--- src/rtl/onp_conv_p.sv ---
// onp_conv_p: streaming infix-to-RPN converter (shunting-yard).
// Takes one ASCII char per input handshake and produces the RPN char stream on the
// output handshake. Precedence: '*' '/' above '+' '-'; all operators left-associative.
// Ports:
//   clk        rising-edge clock
//   rst        synchronous reset, active-low
//   in_stb     in_char valid
//   in_char    ASCII input char
//   in_ack     ready; a char is accepted on an edge with in_stb & in_ack
//   out_stb    out_char valid (registered, held until out_ack)
//   out_char   ASCII output char
//   out_ack    output char taken on an edge with out_stb & out_ack
//   done       1-cycle pulse after '=' has been emitted (or '=' clears an error)
//   err        sticky: 00 none, 01 stack overflow, 10 bracket mismatch, 11 illegal char
//   stack_lvl  current operator/bracket stack occupancy
module onp_conv_p #(
   parameter int unsigned STACK_DEPTH = 16,
   parameter int unsigned EMIT_SEP    = 1,
   localparam int unsigned LW = $clog2(STACK_DEPTH + 1),
   localparam int unsigned IW = (STACK_DEPTH > 1) ? $clog2(STACK_DEPTH) : 1
) (
   input  logic          clk,
   input  logic          rst,
   input  logic          in_stb,
   input  logic [7:0]    in_char,
   output logic          in_ack,
   output logic          out_stb,
   output logic [7:0]    out_char,
   input  logic          out_ack,
   output logic          done,
   output logic [1:0]    err,
   output logic [LW-1:0] stack_lvl
);

   typedef enum logic [3:0] {
      StIdle, StDecode, StSep, StEmit, StPop, StPush, StFlush, StTerm, StError
   } state_e;

   localparam logic [1:0]    ErrOvf     = 2'b01;
   localparam logic [1:0]    ErrBracket = 2'b10;
   localparam logic [1:0]    ErrChar    = 2'b11;
   localparam logic [LW-1:0] Full       = LW'(STACK_DEPTH);

   state_e          state_q, state_d, ret_q, ret_d;
   logic [7:0]      chr_q, chr_d, tok_q, tok_d;
   logic            out_stb_q, out_stb_d, done_q, done_d;
   logic [7:0]      out_char_q, out_char_d;
   logic [1:0]      err_q, err_d;
   logic [LW-1:0]   lvl_q, lvl_d;
   logic [7:0]      stk_q [STACK_DEPTH];
   logic [7:0]      stk_d [STACK_DEPTH];
   logic            num_q, num_d, emitted_q, emitted_d;

   logic            emit_req, emit_cont, err_req, do_push;
   logic [7:0]      emit_tok, top_c, nxt_c;
   state_e          emit_ret;
   logic [1:0]      err_code;
   logic [IW-1:0]   top_idx;

   function automatic logic [1:0] prec(input logic [7:0] c);
      case (c)
         "*", "/": prec = 2'd2;
         "+", "-": prec = 2'd1;
         default:  prec = 2'd0;
      endcase
   endfunction

   // Top t must be an operator binding at least as tightly as incoming op c.
   function automatic logic pop_ok(input logic [7:0] t, input logic [7:0] c);
      pop_ok = (prec(t) != 2'd0) && (prec(t) >= prec(c));
   endfunction

   function automatic logic is_digit(input logic [7:0] c);
      is_digit = (c >= "0") && (c <= "9");
   endfunction

   assign top_idx = IW'(lvl_q - LW'(1));
   assign top_c   = (lvl_q != '0) ? stk_q[top_idx] : 8'h00;
   assign nxt_c   = (lvl_q >= LW'(2)) ? stk_q[IW'(lvl_q - LW'(2))] : 8'h00;

   always_comb begin
      state_d    = state_q;
      ret_d      = ret_q;
      chr_d      = chr_q;
      tok_d      = tok_q;
      out_stb_d  = out_stb_q;
      out_char_d = out_char_q;
      done_d     = 1'b0;
      err_d      = err_q;
      lvl_d      = lvl_q;
      stk_d      = stk_q;
      num_d      = num_q;
      emitted_d  = emitted_q;
      emit_req   = 1'b0;
      emit_tok   = 8'h00;
      emit_cont  = 1'b0;
      emit_ret   = StIdle;
      err_req    = 1'b0;
      err_code   = 2'b00;
      do_push    = 1'b0;

      unique case (state_q)
         StIdle: begin
            if (in_stb) begin
               chr_d   = in_char;
               state_d = StDecode;
            end
         end
         StDecode: begin
            num_d = 1'b0;
            if (is_digit(chr_q)) begin
               num_d     = 1'b1;
               emit_req  = 1'b1;
               emit_tok  = chr_q;
               emit_cont = num_q;
            end else if (chr_q == " ") begin
               state_d = StIdle;
            end else if (chr_q == "(") begin
               do_push = 1'b1;
            end else if (chr_q == ")") begin
               if (lvl_q == '0) begin
                  err_req  = 1'b1;
                  err_code = ErrBracket;
               end else if (top_c == "(") begin
                  lvl_d   = lvl_q - LW'(1);
                  state_d = StIdle;
               end else begin
                  state_d = StPop;
               end
            end else if (chr_q == "=") begin
               state_d = StFlush;
            end else if (prec(chr_q) != 2'd0) begin
               if (pop_ok(top_c, chr_q)) state_d = StPop;
               else                      do_push = 1'b1;
            end else begin
               err_req  = 1'b1;
               err_code = ErrChar;
            end
         end
         // Looks one entry below the top so the last pop already knows it is the last,
         // letting in_ack return right after that char's final output transfer.
         StPop: begin
            if (chr_q == ")") begin
               if (lvl_q == '0) begin
                  err_req  = 1'b1;
                  err_code = ErrBracket;
               end else if (top_c == "(") begin
                  lvl_d   = lvl_q - LW'(1);
                  state_d = StIdle;
               end else begin
                  emit_req = 1'b1;
                  emit_tok = top_c;
                  if (nxt_c == "(") begin
                     lvl_d = lvl_q - LW'(2);
                  end else begin
                     lvl_d    = lvl_q - LW'(1);
                     emit_ret = StPop;
                  end
               end
            end else if (pop_ok(top_c, chr_q)) begin
               emit_req = 1'b1;
               emit_tok = top_c;
               if (pop_ok(nxt_c, chr_q)) begin
                  lvl_d    = lvl_q - LW'(1);
                  emit_ret = StPop;
               end else begin
                  // Pop and push in one go: the new op takes the popped slot.
                  stk_d[top_idx] = chr_q;
               end
            end else begin
               state_d = StPush;
            end
         end
         StPush: do_push = 1'b1;
         StFlush: begin
            if (lvl_q == '0) begin
               state_d = StTerm;
            end else if (top_c == "(") begin
               err_req  = 1'b1;
               err_code = ErrBracket;
            end else begin
               emit_req = 1'b1;
               emit_tok = top_c;
               lvl_d    = lvl_q - LW'(1);
               emit_ret = (lvl_q == LW'(1)) ? StTerm : StFlush;
            end
         end
         StTerm: begin
            out_stb_d  = 1'b1;
            out_char_d = "=";
            state_d    = StEmit;
         end
         StSep: begin
            if (out_ack) begin
               out_char_d = tok_q;
               state_d    = StEmit;
            end
         end
         StEmit: begin
            if (out_ack) begin
               out_stb_d = 1'b0;
               // '=' is the only terminator ever emitted
               if (out_char_q == "=") begin
                  done_d    = 1'b1;
                  num_d     = 1'b0;
                  emitted_d = 1'b0;
                  state_d   = StIdle;
               end else begin
                  state_d = ret_q;
               end
            end
         end
         StError: begin
            if (in_stb && (in_char == "=")) begin
               err_d   = 2'b00;
               done_d  = 1'b1;
               state_d = StIdle;
            end
         end
         default: state_d = StIdle;
      endcase

      if (do_push) begin
         if (lvl_q == Full) begin
            err_req  = 1'b1;
            err_code = ErrOvf;
         end else begin
            stk_d[IW'(lvl_q)] = chr_q;
            lvl_d             = lvl_q + LW'(1);
            state_d           = StIdle;
         end
      end

      if (emit_req) begin
         out_stb_d = 1'b1;
         emitted_d = 1'b1;
         ret_d     = emit_ret;
         if ((EMIT_SEP != 0) && emitted_q && !emit_cont) begin
            out_char_d = 8'h20;
            tok_d      = emit_tok;
            state_d    = StSep;
         end else begin
            out_char_d = emit_tok;
            state_d    = StEmit;
         end
      end

      if (err_req) begin
         if (err_q == 2'b00) err_d = err_code;
         lvl_d     = '0;
         num_d     = 1'b0;
         emitted_d = 1'b0;
         out_stb_d = 1'b0;
         state_d   = StError;
      end
   end

   always_ff @(posedge clk) begin
      if (!rst) begin
         state_q    <= StIdle;
         ret_q      <= StIdle;
         chr_q      <= 8'h00;
         tok_q      <= 8'h00;
         out_stb_q  <= 1'b0;
         out_char_q <= 8'h00;
         done_q     <= 1'b0;
         err_q      <= 2'b00;
         lvl_q      <= '0;
         num_q      <= 1'b0;
         emitted_q  <= 1'b0;
         for (int i = 0; i < int'(STACK_DEPTH); i++) stk_q[i] <= 8'h00;
      end else begin
         state_q    <= state_d;
         ret_q      <= ret_d;
         chr_q      <= chr_d;
         tok_q      <= tok_d;
         out_stb_q  <= out_stb_d;
         out_char_q <= out_char_d;
         done_q     <= done_d;
         err_q      <= err_d;
         lvl_q      <= lvl_d;
         num_q      <= num_d;
         emitted_q  <= emitted_d;
         stk_q      <= stk_d;
      end
   end

   assign in_ack    = (state_q == StIdle) || (state_q == StError);
   assign out_stb   = out_stb_q;
   assign out_char  = out_char_q;
   assign done      = done_q;
   assign err       = err_q;
   assign stack_lvl = lvl_q;

endmodule

--- config.mk ---
export PLATFORM = sky130hd
export DESIGN_NAME = onp_conv_p
export DESIGN_NICKNAME = d
export VERILOG_FILES = /design/src/rtl/onp_conv_p.sv
export SDC_FILE = /design/constraint.sdc
export NUM_CORES = 1
export LEC_CHECK = 0
export ABC_AREA = 1
export BUFFER_PORTS_ARGS = -buffer_cell sky130_fd_sc_hd__buf_2
export CORE_MARGIN = 2
export CORE_UTILIZATION = 53
export CTS_BUF_LIST = sky130_fd_sc_hd__clkbuf_4 sky130_fd_sc_hd__clkbuf_8 sky130_fd_sc_hd__clkbuf_16
export DETAILED_ROUTE_END_ITERATION = 8
export GPL_TIMING_DRIVEN = 0
export MAX_ROUTING_LAYER = met4
export PLACE_DENSITY = 0.69
export SYNTH_ARGS = -nofsm -noshare
export SYNTH_HDL_FRONTEND = slang
export SYNTH_SLANG_ARGS = --single-unit
--- constraint.sdc ---
create_clock -name clk -period 5.2 [get_ports clk]
set_input_delay 0.52 -clock clk [delete_from_list [all_inputs] [get_ports clk]]
set_output_delay 0.52 -clock clk [all_outputs]
set_load 0.005 [all_outputs]
## After elaboration in Yosys (flattened, before gate mapping)

Index checks and enable logic that the tools add are counted.

- Output and inout port bits: 18
- Bits of input ports: 12
- Register bits: 171

- Order comparisons: 11
- $add $sub $neg: 3
- Bitwise operators: 4
- Muxes and demuxes: 173
- Reduce and logical (&&, ||, !) cells: 37
- Eq/ne operators: 34

Operators with widths:

| kind | count |
|---|---|
| 128-bit two-way mux | 6 |
| 128-bit bitwise mux | 2 |
| 8-bit by 6-bit == test with 1-bit output, second input constant | 20 |
| 8-bit two-way mux | 16 |
| 2-bit two-way mux | 46 |
| 4-bit two-way mux | 23 |
| 5-bit two-way mux | 16 |
| 8-bit binary-select mux with 4-bit select | 2 |
| 8-bit demux with 4-bit select | 2 |
| 1-bit two-way mux | 37 |
| 4-bit one-hot mux with 9 select lines | 1 |
| 3-bit two-way mux | 8 |
| 8-bit one-hot mux with 3 select lines | 1 |
| 4-bit by 3-bit == test with 1-bit output, second input constant | 4 |
| 8-bit one-hot mux with 2 select lines | 1 |
| 2-bit nonzero test | 8 |
| 5-bit greater-or-equal comparator, second input constant | 3 |
| 4-bit inverter with 5-bit output | 3 |
| 5-bit one-hot mux with 3 select lines | 1 |
| 2-bit OR reduction | 7 |
| 2-bit one-hot mux with 2 select lines | 3 |
| 5-bit by 1-bit < comparator with 1-bit output, second input constant | 2 |
| 4-bit by 2-bit == test with 1-bit output, second input constant | 2 |
| 8-bit by 6-bit greater-or-equal comparator with 1-bit output, second input constant | 1 |
| 27 further kinds | 47 |

## Depth between registers and ports, before layout

Gate-level depths: netlist (run 1).

- Word-level depth: 31
- Depth in mapped cells: 34
- Depth with buffers taken out: 29

## Least setup slack after synthesis (run 1)

No wires, ideal clock.

- Kind: register -> register
- Start point: register lvl_q[0] (netlist: stack_lvl[0])
- End point: register stk_q[64] in the netlist's numbering
- Path slack: 1.342 ns
- Buffers on the path: 7
- Period minus slack after synthesis: 3.858 ns
- Data required time: 5.127 ns
- Setup time: 0.073 ns
- Cell stages (with the launch flop): 30
- Data arrival time: 3.785 ns
- Cell sequence: dfxtp_1 > buf_6 > inv_2 > buf_4 > buf_2 > ha_1 > buf_4 > inv_2 > buf_4 > nand3_1 > o21ai_0 > o21ai_0 > nor2_2 > nand2_1 > nor2_2 > nand2_1 > ha_1 > o21ai_0 > nand2_1 > nand2_1 > nand2_1 > nand2_1 > nand2_2 > nand2_4 > buf_8 > nand2_2 > nand2_2 > buf_4 > nor2_1 > nor3_2

- Word-level cells in the longest chain between the ends: 27

Ends and longest elaborated chain:

| item | RTL line | RTL |
|---|---|---|
| start, declared | 49 | `logic [LW-1:0] lvl_q, lvl_d;` |
| start signal, assigned | 281 | `lvl_q <= lvl_d;` |
| 5-bit by 1-bit subtractor with 5-bit output | -- |  |
| 4-bit inverter with 5-bit output (not written as such) | 78, 168 |  |
| 8-bit binary-select mux with 4-bit select | 78 | `assign top_c = (lvl_q != '0) ? stk_q[top_idx] : 8'h00;` |
| 8-bit two-way mux (not written as such) (2 in a row) | 78 |  |
| 8-bit two-way mux | 78 |  |
| 8-bit by 6-bit == test with 1-bit output | 61 | `case (c)` |
| 2-bit OR reduction | 61 |  |
| 2-bit one-hot mux with 2 select lines | 61 |  |
| (+10 left out) | -- |  |
| 1-bit two-way mux | 132 | `end else if (prec(chr_q) != 2'd0) begin` |
| 1-bit two-way mux | 130 | `end else if (chr_q == "=") begin` |
| 1-bit two-way mux | 120 | `end else if (chr_q == ")") begin` |
| 1-bit two-way mux | 118 | `end else if (chr_q == "(") begin` |
| 1-bit two-way mux | 116 | `end else if (chr_q == " ") begin` |
| 1-bit two-way mux | 111 | `if (is_digit(chr_q)) begin` |
| 1-bit one-hot mux with 2 select lines | 102 | `unique case (state_q)` |
| 128-bit two-way mux * | 223 | `if (do_push) begin` |
| end signal, assigned | 284 | `stk_q <= stk_d;` |
| end, declared | 50 | `logic [7:0] stk_q [STACK_DEPTH];` |

Every way passes the cells marked *; elsewhere a longest branch is shown, timed or not. The select of a mux whose other input is x is not followed.
A chain may end at the register's enable or synchronous reset.

## Worst setup path in the final report (run 1)

- Start point: register lvl_q[1] (netlist: stack_lvl[1])
- End point: register stk_q[115] in the netlist's numbering

The elaborated chain is that of the path after synthesis.

==> impl_metrics.py, run 1 <==
metrics = {
    "detailed_routing": {
        "drt_iter0_markers": 1792,
        "routedWlPerCell_um": 22.9,
        "firstDrtPassIters": 8,
        "post-route-drc-count": 0,
        "num_vias": 12800,
        "vias_per_cell": 6.14,
        "finalWirelength_mm": 47.7,
        "ant_nets": 0,
    },
    "logic_synthesis": {
        "synthesis.nets": 1785,
        "async_flop_share": 0,
        "ys_types": 47,
        "syn_avg_cell_area_sq_um": 6.19,
        "ys_ff_latch": 170,
        "syn_area_sq_mm": 0.0109,
        "yosysWarningCount": 0,
        "syn-instance-count": 1758,
        "synth_edf_count": 0,
        "synth_flop_cell": "dfxtp_1",
        "ys_seq_area_frac": 0.313,
    },
    "final_layout": {
        "antenna_cells": 0,
        "nets": 1831,
        "drive_gt1_frac": 0.108,
        "area_delta_synth_final_pct": 10.6,
        "fillCellCount": 2009,
        "stdcell_count": 2087,
        "layout_commonest_cell": "nand2_1",
        "mostFrequentLayoutCells": "nand2_1 (448), nor2_1 (218), a21oi_1 (172)",
        "post-route-util": 0.596,
    },
    "setup_path": {
        "worstReg2RegStart": "stack_lvl[1]$_SDFF_PP0_",
        "r2r_slack_ns": 0.13,
        "cp_common_cell": "nand2_1",
        "crit_path_max_fanout": 15,
        "slowest_stage": "dfxtp_2",
        "worstRegToRegCells": 27,
        "worstSetupStartpointType": "flop",
        "r2r-end": "stk_q[115]$_SDFF_PN0_",
        "required_ns": 5.55,
        "crit_buf_inv": 7,
        "max_stage_delay_ns": 0.41,
        "crit_type": "reg2reg",
        "cp_top_family": "simple AND/OR/NAND/NOR gates",
        "setup.worst_path.end_class": "flop",
        "startpoint": "stack_lvl[1]$_SDFF_PP0_",
        "critPathArrivalTime_ns": 5.42,
    },
    "die": {
        "die-area_sq_mm": 0.0217,
        "die_w_um": 147,
        "fp.dieH_um": 147,
        "initial_utilization": 0.539,
        "core-area_sq_mm": 0.0202,
        "ios": 30,
        "rows": 52,
    },
    "cts": {
        "clock_latency_ns": 0.46,
        "clkTransAtPathRegs_ns": 0.09,
        "postCtsSetupBuffers": 0,
        "postCtsHoldBufs": 0,
        "cts_buffers": 17,
        "cts_tree": "done",
        "clockRootBuffer": "clkbuf_16",
        "clockBufferDepth": 2,
        "clkSinkCount": 170,
        "cts_resized": 7,
        "cts_max_level": 4,
    },
    "hold_path": {
        "hold_start": "in_char[6]",
        "hold_path.class": "in2reg",
        "min_to": "chr_q[6]$_SDFFE_PN0P_",
        "worst_hold_path.num_cells": 3,
    },
    "pwr": {
        "combPwrFrac": 0.475,
        "pwr-share-clk": 0.258,
        "p_leak_nw": 5.29,
        "p_sw_mw": 2.65,
        "swShare": 0.498,
        "pwr-share-seq": 0.267,
        "p_per_area_mw_per_mm2": 442,
        "intPower_mw": 2.67,
        "peakVddDrop_mv": 0.235,
    },
    "global_route": {
        "grt_max_degree": 21,
        "grt-ovfl-total": 0,
        "antenna_found_initial": 0,
        "grt_pass1_vias": 11500,
        "track_usage": 0.449,
        "grt_pass1_wl_mm": 70.1,
    },
    "placement": {
        "dp.cells": 2056,
        "portBuffers": 28,
        "hpwlAfterDp_mm": 35.2,
        "gp_congestion": 1.05,
    },
    "timing": {
        "final_hold_viol_count": 0,
        "tightest_slew_ns": 1.19,
        "rsz0062_at_grt": "no",
        "fin_crit_sh": 0.975,
        "setup_violations": 0,
        "slew_headroom": 0.203,
        "min_period_ns": 5.07,
        "finClkSkew_ns": 0.0179,
        "fmax_mhz": 197,
        "finalMaxSlewViolations": 0,
    },
    "run": {
        "cap_viol_max_count": 0,
    },
    "run_status": {
        "status": "finished, final reports clean",
    },
}
-- registers in the layout (all words and copies together) (netlist names) --
register,count
chr_q,8
err,2
emitted_q,1
num_q,1
stack_lvl,5
stk_q,128
ret_q,3
state_q,4
out_stb,1
out_char,8
done,1
tok_q,8
-- power groups by stage --
stage / registers, mW / logic, mW / clock network [mW]
after CTS: 1.42 / 2.38 / 1.36
final: 1.42 / 2.53 / 1.37
after global routing: 1.43 / 2.63 / 1.41
after global placement: 1.45 / 2.36 / 0
after detailed placement: 1.45 / 2.36 / 0
after floorplan: 1.44 / 1.48 / 0
-- worst reg2reg max path, cell delays in order (launching register included) --
cell and delay [ns]:
dfxtp_2 0.41, buf_4 0.24, clkinvlp_4 0.23, buf_6 0.24
ha_1 0.29, buf_4 0.22, buf_4 0.26, o21ai_0 0.11
o21ai_0 0.30, o21ai_0 0.23, nor2_2 0.21, nand2_1 0.09
nor2_2 0.17, nand2_1 0.12, ha_1 0.28, o21ai_0 0.15
nand2_1 0.07, nand2_1 0.10, nand2_1 0.06, nand2_1 0.10
nand2_2 0.07, nand2_4 0.16, buf_8 0.19, nand3_2 0.22
nand2_2 0.21, inv_2 0.09, nor2_1 0.10, nor2_1 0.06
-- synthesized netlist by cell type (14+ instances only) --
cell type / n / area share
ha_1: 15 / 0.017
nor2_1: 219 / 0.076
buf_2: 17 / 0.0078
o21ai_1: 21 / 0.0097
dfxtp_1: 170 / 0.31
nand2_2: 25 / 0.014
a21oi_1: 174 / 0.080
buf_6: 14 / 0.014
nand3_1: 166 / 0.076
clkbuf_1: 36 / 0.012
nand2_1: 449 / 0.15
inv_1: 141 / 0.049
o21ai_0: 118 / 0.054
buf_4: 20 / 0.014
nor3_1: 69 / 0.032
-- kinds of logic (layout without fill, tap and decap cells) --
kind of cell,count (synthesis),after routing,share of synthesized area
AOI/OAI and AO/OA,339,339,0.164
xor gates and xnor gates,5,5,0.00403
adders and majority gates,15,15,0.0173
buffers and inverters,250,309,0.106
DFF,170,170,0.313
and+or+nand+nor,979,979,0.396
-- cell type report --
type | instances | area (sq um) | area share
tap | 270 | 338 | 0.0281
clock buffer | 17 | 425 | 0.0354
clock inverter | 15 | 203 | 0.0169
buffer | 90 | 574 | 0.0477
timing repair buffer | 28 | 140 | 0.0116
inverter | 159 | 612 | 0.0509
multi-input combinational | 1338 | 6330 | 0.526
sequential | 170 | 3410 | 0.283
-- routing by layer --
metal,track usage,part of all wire,wire length [um]
met5,-,0,0
met1,0.574,0.39,18600
met4,0.241,0.065,3120
met3,0.129,0.13,6240
met2,0.640,0.41,19700
-- how the worst max path moves through the flow --
stage                                        to  cells after the start
after global routing       stk_q[43]$_SDFF_PN0_                     28
after CTS                 stk_q[115]$_SDFF_PN0_                     28
after global placement     stk_q[86]$_SDFF_PN0_                     24
after floorplan            stk_q[64]$_SDFF_PN0_                     29
final                     stk_q[115]$_SDFF_PN0_                     27
after detailed placement   stk_q[82]$_SDFF_PN0_                     24
-- per-stage QoR --
| step | power (mW) | hold WS (ns) | setup TNS, ns | setup slack [ns] | cell area (sq um) |
|---|---|---|---|---|---|
| 6_report | 5.32 | 0.371 | 0 | 0.128 | 12000 |
| 5_1_grt | 5.47 | 0.406 | 0 | 0.00682 | 12000 |
| 4_1_cts | 5.16 | 0.373 | 0 | 0.00230 | 12000 |
| 3_5_place_dp | 3.81 | 0.459 | -7.21 | -0.232 | 11400 |
| 3_3_place_gp | 3.81 | 0.453 | -3.48 | -0.164 | 11400 |
| 2_1_floorplan | 2.92 | 0.441 | 0 | 1.34 | 10900 |
No activity file was read; power rests on OpenSTA's default activity.
==> run 2, diff against run 1 <==
- CORE_UTILIZATION: 53 -> 35
- PLACE_DENSITY: 0.69 -> 0.5
==> run 2 against run 1 <==
  * Maximum frequency up 0.74%
  * Hold slack better by 0.0030 ns
  * Critical path depth down 5
  * Count of clock-buffer cells in the layout up 1
  * Global-route usage down 13 points
  * Sequential cell count unchanged
  * Register-to-register slack better by 0.04 ns
  * Final cell count up 6.0%
  * Routed wire length up 8.0%
  * Via count down 3.4%
  * Sequential share of layout area down 0.39 points
  * Non-clock buffer count unchanged
  * Critical path type unchanged
==> impl_metrics.py, run 2 (synthesis gave the netlist of run 1 again) <==
metrics = {
    "die": {
        "die-area_sq_mm": 0.0325,
        "ios": 30,
        "initial_utilization": 0.356,
        "rows": 64,
        "die_w_um": 180,
        "fp.dieH_um": 180,
        "core-area_sq_mm": 0.0306,
    },
    "final_layout": {
        "largest_reg_flops": 128,
        "multi_input_area_sq_mm": 0.00635,
        "area_delta_synth_final_pct": 12.1,
        "mostFrequentLayoutCells": "nand2_1 (445), nor2_1 (217), a21oi_1 (173)",
        "top_register": "stk_q",
        "antenna_cells": 0,
        "nets": 1831,
        "drive_gt1_frac": 0.108,
        "fin_area_sq_mm": 0.0122,
        "fillCellCount": 3380,
        "layout_commonest_cell": "nand2_1",
        "regArea_sq_mm": 0.00341,
    },
    "detailed_routing": {
        "num_vias": 12400,
        "vias_per_cell": 5.59,
        "post-route-drc-count": 0,
        "drt_iter0_markers": 1227,
        "ant_nets": 0,
        "routedWlPerCell_um": 23.3,
        "firstDrtPassIters": 6,
        "finalWirelength_mm": 51.5,
    },
    "timing": {
        "tightest_slew_ns": 1.24,
        "fin_crit_sh": 0.968,
        "setup_violations": 0,
        "finClkSkew_ns": 0.0194,
        "finalMaxSlewViolations": 0,
        "rsz0062_at_grt": "no",
        "final_hold_viol_count": 0,
        "slew_headroom": 0.171,
        "whs_ns": 0.374,
        "fmax_mhz": 199,
        "min_period_ns": 5.03,
    },
    "cts": {
        "clkTransAtPathRegs_ns": 0.08,
        "postCtsSetupBuffers": 0,
        "cts_buffers": 17,
        "cts_max_level": 4,
        "clock_latency_ns": 0.47,
        "cts_tree": "done",
        "clkSinkCount": 170,
        "clockBufferDepth": 2,
        "clockRootBuffer": "clkbuf_16",
    },
    "setup_path": {
        "crit_path_max_fanout": 15,
        "crit_buf_inv": 5,
        "critPathArrivalTime_ns": 5.43,
        "worstSetupStartpointType": "flop",
        "max_stage_delay_ns": 0.53,
        "slowest_stage": "nor2_2",
        "worstPathCellList": "buf_6 -> inv_1 -> buf_4 -> ha_1 -> inv_1 -> nand3_1 -> nand3_1 -> nand2_1 -> nor2_1 -> nand2_1 -> nand2_1 -> nand2_1 -> ha_1 -> o21ai_0 -> nand2_1 -> nand2_2 -> inv_2 -> nor2_2 -> nand2_1 -> nand2_2 -> o21ai_0 -> a21oi_1",
        "cp_common_cell": "nand2_1",
        "required_ns": 5.59,
        "cp_top_family": "simple AND/OR/NAND/NOR gates",
        "setup.worst_path.end_class": "flop",
        "crit_type": "reg2reg",
    },
    "hold_path": {
        "hold_path.class": "in2reg",
    },
    "global_route": {
        "grt_pass1_vias": 11500,
        "grt-ovfl-total": 0,
        "grt_max_degree": 17,
        "grt_pass1_wl_mm": 75.2,
        "antenna_found_initial": 0,
        "track_usage": 0.323,
    },
    "placement": {
        "gp_congestion": 1.02,
        "portBuffers": 28,
        "hpwlAfterDp_mm": 38.2,
        "dpl_cell_area_sq_mm": 0.0115,
    },
    "run": {
        "cap_viol_max_count": 0,
    },
    "pwr": {
        "power_mw": 5.39,
        "peakVddDrop_mv": 0.257,
        "p_per_area_mw_per_mm2": 442,
        "p_leak_nw": 5.29,
    },
    "run_status": {
        "status": "finished, final reports clean",
    },
}
==> run 2: timing repair <==
item,in CTS,in global routing
endpoints found under the setup margin,159,156
resized for setup,9,27
cloned,0,0
hold buffers,0,0
==> run 2: cell type report <==
cell class	instances	share of cell area
clock inverters	13	0.0132
clock buffers	18	0.0360
inverters	159	0.0497
plain buffers	90	0.0493
multi-input cells	1338	0.520
repair buffers	28	0.0115
flip-flops and latches	170	0.279
well taps	396	0.0406
==> run 2: final timing paths <==
check,startpoint,endpoint,slack (ns),cells after the start
min reg2reg,tok_q[1]$_SDFFE_PN0P_,tok_q[1]$_SDFFE_PN0P_,0.47,2
max reg2reg,stack_lvl[1]$_SDFF_PP0_,stk_q[54]$_SDFF_PN0_,0.17,22
min,in_char[7],chr_q[7]$_SDFFE_PN0P_,0.37,3
max,stack_lvl[1]$_SDFF_PP0_,stk_q[54]$_SDFF_PN0_,0.17,22
==> run 2: report_power, final <==
part           leakage, nW  total (mW)  switching [mW]  internal (mW)
clock                0.280        1.35           0.621          0.731
combinational         3.63        2.61            1.95          0.666
sequential            1.37        1.42          0.0594           1.37
==> run 2: routing by layer <==
metal | part of all wire | GRT usage
met1 | 0.43 | 0.413
met2 | 0.44 | 0.484
met3 | 0.091 | 0.0780
met4 | 0.045 | 0.140
met5 | 0 | -
==> run 2: worst register-to-register path, delay by kind of cell, from the launching register on <==
family	cells	cell delay, ns
adder cells (fa/ha/maj)	2	0.68
buffers and inverters	5	1.15
flip-flops	1	0.42
AO/OA/AOI/OAI	3	0.43
AND/OR/NAND/NOR	12	2.30
==> run 2: metrics by stage <==
stage / cells / setup TNS (ns) / setup slack [ns] / util
after global routing: 2212 / 0 / 0.0103 / 0.399
after global placement: 2182 / -51.74 / -0.481 / 0.376
after CTS: 2212 / 0 / 0.0169 / 0.397
after detailed placement: 2182 / -47.04 / -0.502 / 0.376
final: 2212 / 0 / 0.165 / 0.399
after floorplan: 1758 / 0 / 1.34 / -
